===== src/rtl/bin2bcd_seq.sv =====
// Sequential double-dabble binary-to-BCD converter with valid/ready handshakes.
// Define BIN2BCD_SIGNED_EN to read bin_in as two's complement and add sign_out.
module bin2bcd_seq #(
   parameter int BIN_WIDTH  = 32,
   parameter int NUM_DIGITS = 10
) (
   input  logic                         clk,
   input  logic                         rst,
   input  logic [BIN_WIDTH-1:0]         bin_in,
   input  logic                         in_valid,
   output logic                         in_ready,
   output logic [NUM_DIGITS-1:0][3:0]   bcd_out,
   output logic                         overflow,
   output logic                         out_valid,
`ifdef BIN2BCD_SIGNED_EN
   output logic                         sign_out,
`endif
   input  logic                         out_ready
);
   localparam int CW = $clog2(BIN_WIDTH + 1);
   localparam int DW = 4 * NUM_DIGITS;

   typedef enum logic [1:0] {IDLE, CONV, DONE} state_t;

   state_t                     state, state_nx;
   logic [BIN_WIDTH-1:0]       bin_q, mag;
   logic [CW-1:0]              cnt;
   logic [NUM_DIGITS-1:0][3:0] adj;
   logic [DW-1:0]              adj_flat;
   logic                       accept, last_step;

   assign accept    = in_valid && in_ready;
   assign last_step = (cnt == CW'(BIN_WIDTH - 1));

`ifdef BIN2BCD_SIGNED_EN
   // Magnitude fits in BIN_WIDTH unsigned bits, so the most negative value is exact.
   assign mag = bin_in[BIN_WIDTH-1] ? (~bin_in + BIN_WIDTH'(1)) : bin_in;
`else
   assign mag = bin_in;
`endif

   always_ff @(posedge clk) begin
      if (!rst) state <= IDLE;
      else      state <= state_nx;
   end

   always_comb begin
      state_nx  = state;
      in_ready  = 1'b0;
      out_valid = 1'b0;
      case (state)
         IDLE: begin
            in_ready = 1'b1;
            if (in_valid) state_nx = CONV;
         end
         CONV: if (last_step) state_nx = DONE;
         DONE: begin
            out_valid = 1'b1;
            if (out_ready) state_nx = IDLE;
         end
         default: state_nx = IDLE;
      endcase
   end

   always_comb begin
      adj = bcd_out;
      for (int i = 0; i < NUM_DIGITS; i++)
         if (bcd_out[i] >= 4'd5) adj[i] = bcd_out[i] + 4'd3;
   end
   assign adj_flat = adj;

   // The bit leaving the top digit is a lost multiple of 10^NUM_DIGITS.
   always_ff @(posedge clk) begin
      if (!rst) begin
         bin_q    <= '0;
         cnt      <= '0;
         bcd_out  <= '0;
         overflow <= 1'b0;
`ifdef BIN2BCD_SIGNED_EN
         sign_out <= 1'b0;
`endif
      end else if (accept) begin
         bin_q    <= mag;
         cnt      <= '0;
         bcd_out  <= '0;
         overflow <= 1'b0;
`ifdef BIN2BCD_SIGNED_EN
         sign_out <= bin_in[BIN_WIDTH-1];
`endif
      end else if (state == CONV) begin
         bin_q    <= bin_q << 1;
         bcd_out  <= {adj_flat[DW-2:0], bin_q[BIN_WIDTH-1]};
         overflow <= overflow | adj_flat[DW-1];
         cnt      <= last_step ? '0 : cnt + CW'(1);
      end
   end

endmodule


===== config.mk =====
export PLATFORM = sky130hd
export DESIGN_NAME = bin2bcd_seq
export DESIGN_NICKNAME = d
export VERILOG_FILES = /design/src/rtl/bin2bcd_seq.sv
export SDC_FILE = /design/constraint.sdc
export NUM_CORES = 1
export LEC_CHECK = 0
export ABC_AREA = 1
export ABC_CLOCK_PERIOD_IN_PS = 1900
export BUFFER_PORTS_ARGS = -buffer_cell sky130_fd_sc_hd__buf_2
export CELL_PAD_IN_SITES_DETAIL_PLACEMENT = 1
export CELL_PAD_IN_SITES_GLOBAL_PLACEMENT = 2
export CORE_UTILIZATION = 31
export CTS_BUF_LIST = sky130_fd_sc_hd__clkbuf_8
export CTS_CLUSTER_DIAMETER = 80
export DETAILED_ROUTE_END_ITERATION = 16
export PLACE_DENSITY = 0.82
export SLEW_MARGIN = 20
export SYNTH_ARGS = -nofsm -noshare
export SYNTH_HDL_FRONTEND = slang
export SYNTH_SLANG_ARGS = --single-unit

===== constraint.sdc =====
create_clock -name clk -period 1.9 [get_ports clk]
set_clock_uncertainty 0.2 [all_clocks]
set_input_delay 0.38 -clock clk [delete_from_list [all_inputs] [get_ports clk]]
set_output_delay 0.38 -clock clk [all_outputs]
set_load 0.03 [all_outputs]

; ---- Word-level counts from Yosys, hierarchy flattened
; Cells that the tools add are included.
[word_totals]
output_inout_bits = 43
ff_bits = 81
wordCells = 67
in_bits = 36
[classes]
magnitude_cmp = 10
n_reduce_logical = 5
muxes = 19
addsub = 11
eq_ne = 6
bitwise = 2
[ops]
columns = cell, n
row1 = $mux W32, 2
row2 = $add A4 B2 Y4 const B, 10
row3 = $ge A4 B3 Y1 const B, 10
row4 = $mux W4, 10
row5 = $add A6 B1 Y6 const B, 1
row6 = $eq A6 B5 Y1 const B, 1
row7 = $mux W2, 3
row8 = $mux W6, 1
row9 = $ne A2 B2 Y1 const B, 3
row10 = $pmux W2 S3, 1
row11 = $reduce_and A3 Y1, 1
row12 = $eq A2 B1 Y1 const B, 1
row13 = $eq A2 B2 Y1 const B, 1
row14 = $logic_not A2 Y1, 1
row15 = $mux W1, 2
row16 = $reduce_bool A2 Y1, 1
row17 = $reduce_or A2 Y1, 1
row18 = $logic_and A1 B1 Y1, 1
row19 = $not A1 Y1, 1
row20 = $or A1 B1 Y1, 1

; ---- Longest topological paths before layout
[depth]
ltp_word = 4
ltp_mapped = 10
ltp_nobuf = 10

; ---- Worst setup path after synthesis
; No wires, ideal clock.
[synth_timing]
path_kind = reg-to-reg
startpoint = register bcd_out[37] (netlist name)
endpoint = register bcd_out[37] (netlist name)
setup_ns = 0.109
required_time_ns = 1.591
n_path_buf = 0
period_less_slack_ns = 1.689
slack_ns = 0.211
arrival_ns = 1.380
stages_incl_launch_ff = 9
cell_sequence = dfxtp_1 -> inv_1 -> ha_1 -> o21ai_0 -> nand2_1 -> nand2_1 -> nand3_1 -> nand2_1 -> inv_1
[synth_via]
elab_chain_len = 2
[synth_rtl]
columns = item, line
row1 = start: declaration, 12  ; output logic [NUM_DIGITS-1:0][3:0] bcd_out,
row2 = start signal: assignment, 92  ; bcd_out <= {adj_flat[DW-2:0], bin_q[BIN_WIDTH-1]};
row3 = $ge A4 B3 Y1, 68  ; if (bcd_out[i] >= 4'd5) adj[i] = bcd_out[i] + 4'd3;
row4 = $mux W4, 68
; Every way passes these cells.
; A chain may end at the register's enable or synchronous reset.

; ---- Worst setup path in the final report
[layout_timing]
startpoint = register state[1]
endpoint = output out_valid
[layout_via]
elab_chain_len = 2
[layout_rtl]
columns = item, line
row1 = start: declaration, 25  ; state_t state, state_nx;
row2 = start signal: assignment, 44  ; else state <= state_nx;
row3 = $eq A2 B2 Y1, 51  ; case (state)
row4 = $mux W1, 51
row5 = end: declaration, 14  ; output logic out_valid,
; Every way passes these cells.

==> key figures <==
Outcome
  • Status: complete, no violations

Clock network
  • # H-tree levels: 3
  • Clock sink count: 81
  • Root Driver: clkbuf_8
  • CTS tree: built
  • Hold buffers post-CTS: 0
  • Clk pin slew, worst setup/hold paths: 80 ps
  • Clk_lat worst skew: 350 ps
  • Post-CTS sizing: 0
  • Max Buffers Root-to-Sink: 2
  • Setup Fix Bufs, Post-CTS: 0
  • Total CTS buffers: 9

Layout
  • Most frequent cells in the layout: nand2_1, dfxtp_1, buf_2
  • Commonest non-fill, non-tap cell in the layout: nand2_1
  • Synth-to-Final Area Change: 16.5%
  • Multi-input logic area: 2250 um^2
  • Nets: 798
  • Post-route insts no fill: 921
  • Register area: 1620 um^2
  • Diodes inserted: 0
  • Fillcell total: 1790
  • Share of cells above drive strength 1: 0.146

Timing
  • Tcrit/Tclk final: 0.936
  • Final setup fails: 0
  • Fin. max-slew vios: 0
  • RSZ-0062 raised after global routing: no
  • Min Tclk post-route: 1780 ps
  • Final setup TNS: 0 ps
  • Slew HR: 0.702
  • PnR worst setup slack: 122 ps
  • FMAX: 562 MHz
  • Final Hold Vio Count: 0
  • Pin slew with the least headroom to its limit: 447 ps

Global routing
  • Largest net degree at the start of global routing: 46
  • First-pass GRT wire length: 19.4 mm
  • Gr ovfl total: 0
  • Tot GR Track Use: 0.165
  • Initial antenna violation count: 0
  • Vias in the first global route: 4266

Route
  • Post-detailed-route count of antenna-violating nets: 0
  • Via count: 4316
  • Starting DRT DRC Count: 141
  • Vias per cell: 4.69
  • Initial DRT Pass Iterations: 4
  • Final WL: 11.3 mm
  • DRC: 0
  • WL per Instance: 12.2 um

Synthesis
  • Most area-consuming cells after synthesis: dfxtp_1, nand2_1, a21oi_1
  • Multiplexer share of the synthesized area: 0
  • Synth top area share: 0.375
  • Yosys reg bits: 81
  • Yosys cell types: 25
  • Syn avg cell area: 6.46 um^2
  • Syn. warnings: 0
  • Post-synthesis cell count: 670
  • Syn_nets: 727
  • Combinational family with the most area after synthesis: simple AND/OR/NAND/NOR gates
  • Area leader, netlist: dfxtp_1
  • Post-Synth Simple-Gate Area: 0.349
  • Cell Area, Synth: 4330 um^2
  • XOR/XNOR share of the synthesized area: 0.00202
  • Synthesized-area fraction occupied by adder cells: 0.0607
  • Sequential fraction of the synthesis area: 0.375
  • Post-synthesis compound-gate area fraction: 0.107

Setup path
  • R2r startpoint: bcd_out[36]
  • R2R setup slack: 170 ps
  • CP Launch Type: register
  • Worst path required time: 1320 ps
  • RR Endpoint: bcd_out[38]
  • Worst-path fanout max: 3
  • WP data arrival: 1200 ps
  • Crit end category: output pin
  • Setup Crit Path Kind: register to output pin
  • Cells on worst reg2reg path: 9

Power and ir drop
  • PwrDens: 723 nW/um^2
  • Worst VDD drop: 0.244 mV
  • Design Power: 0.00365 W
  • Lkg Pwr: 2.48 nW

Hold path
  • Hold WC Path Type: primary input to register
  • WHS Endpoint: state[1]
  • Hold path cells: 3
  • Hold Crit Start: rst

Floorplanning
  • Die Y: 120 um
  • # rows: 42
  • Core Box Area: 13500 um^2
  • Initial Utilization: 0.322
  • Chip width: 120 um
  • Die Area: 14400 um^2
  • Io pins: 79

Placement
  • Post-Place Worst Slack: 199 ps
  • Routability cong.: 0.751
  • DP HPWL: 8.01 mm
  • Port bufs: 78
  • Inst Count DP: 906

Flow run
  • Max-cap viol count: 0
-- metal layers --
layer	vias to the layer above	global-route usage	share of wire	wire, um
met5	-	0	0	0
met4	0	0.0586	0.012	133
met3	11	0.0255	0.030	334
met2	72	0.277	0.47	5270
met1	2004	0.214	0.49	5530
li1	2229	-	-	-
-- area by class of cell --
type / count / area share
clock buffers: 9 / 0.0246
clock inverters: 6 / 0.0119
inverters: 79 / 0.0598
multi-input cells: 485 / 0.446
flip-flops and latches: 81 / 0.322
well taps: 176 / 0.0437
repair buffers: 85 / 0.0928
-- synth_stat cells (all sizes together) --
master  instances
a21oi          77
a31o            1
buf            20
clkbuf          5
clkinv          1
dfxtp          81
ha             21
inv            78
nand2         234
nand3          63
nor2           72
nor3            2
nor3b           1
o21ai          13
xnor2           1
-- logic make-up (layout without fill, tap and decap cells) --
family          Yosys count  in the layout
simple gates            372            372
buf+inv                 104            179
compound gates           91             91
flops                    81             81
fa+ha+maj                21             21
xor+xnor                  1              1
-- sequential cells by signal, indices dropped and copies added (netlist names) --
name / cells
state: 2
cnt: 6
bcd_out: 40
overflow: 1
bin_q: 32
-- stage by stage --
stage | utilization | instance area, um^2 | hold WS, ps
after CTS | 0.375 | 5040 | 56.6
after floorplan | - | 4330 | 239
after global routing | 0.375 | 5040 | 70.4
after detailed placement | 0.361 | 4860 | 260
after global placement | 0.361 | 4860 | 250
final | 0.375 | 5040 | 82.9
-- worst max path at each step --
| stage | from | endpoint | slack, ps | depth (start not counted) |
|---|---|---|---|---|
| floorplan | bcd_out[37] | bcd_out[37] | 210 | 8 |
| global placement | state[1] | bin_q[26] | 270 | 6 |
| detailed placement | state[0] | bin_q[8] | 200 | 8 |
| CTS | state[1] | out_valid | 80 | 3 |
| global route | state[1] | bin_q[8] | 0.6 | 6 |
| finish | state[1] | out_valid | 120 | 3 |
-- critical path: stages, from the launching register on --
cell and delay (ps):
dfxtp_1 350, inv_1 90, nor2_1 170, buf_2 230
-- report_power, final --
group	internal (W)	total, W	leakage, nW	switching [W]
sequential	0.00178	0.00184	0.660	0.0000619
clock	0.000593	0.00123	0.0909	0.000640
combinational	0.000191	0.000575	1.73	0.000384
Power figures use the tool's default switching activity.
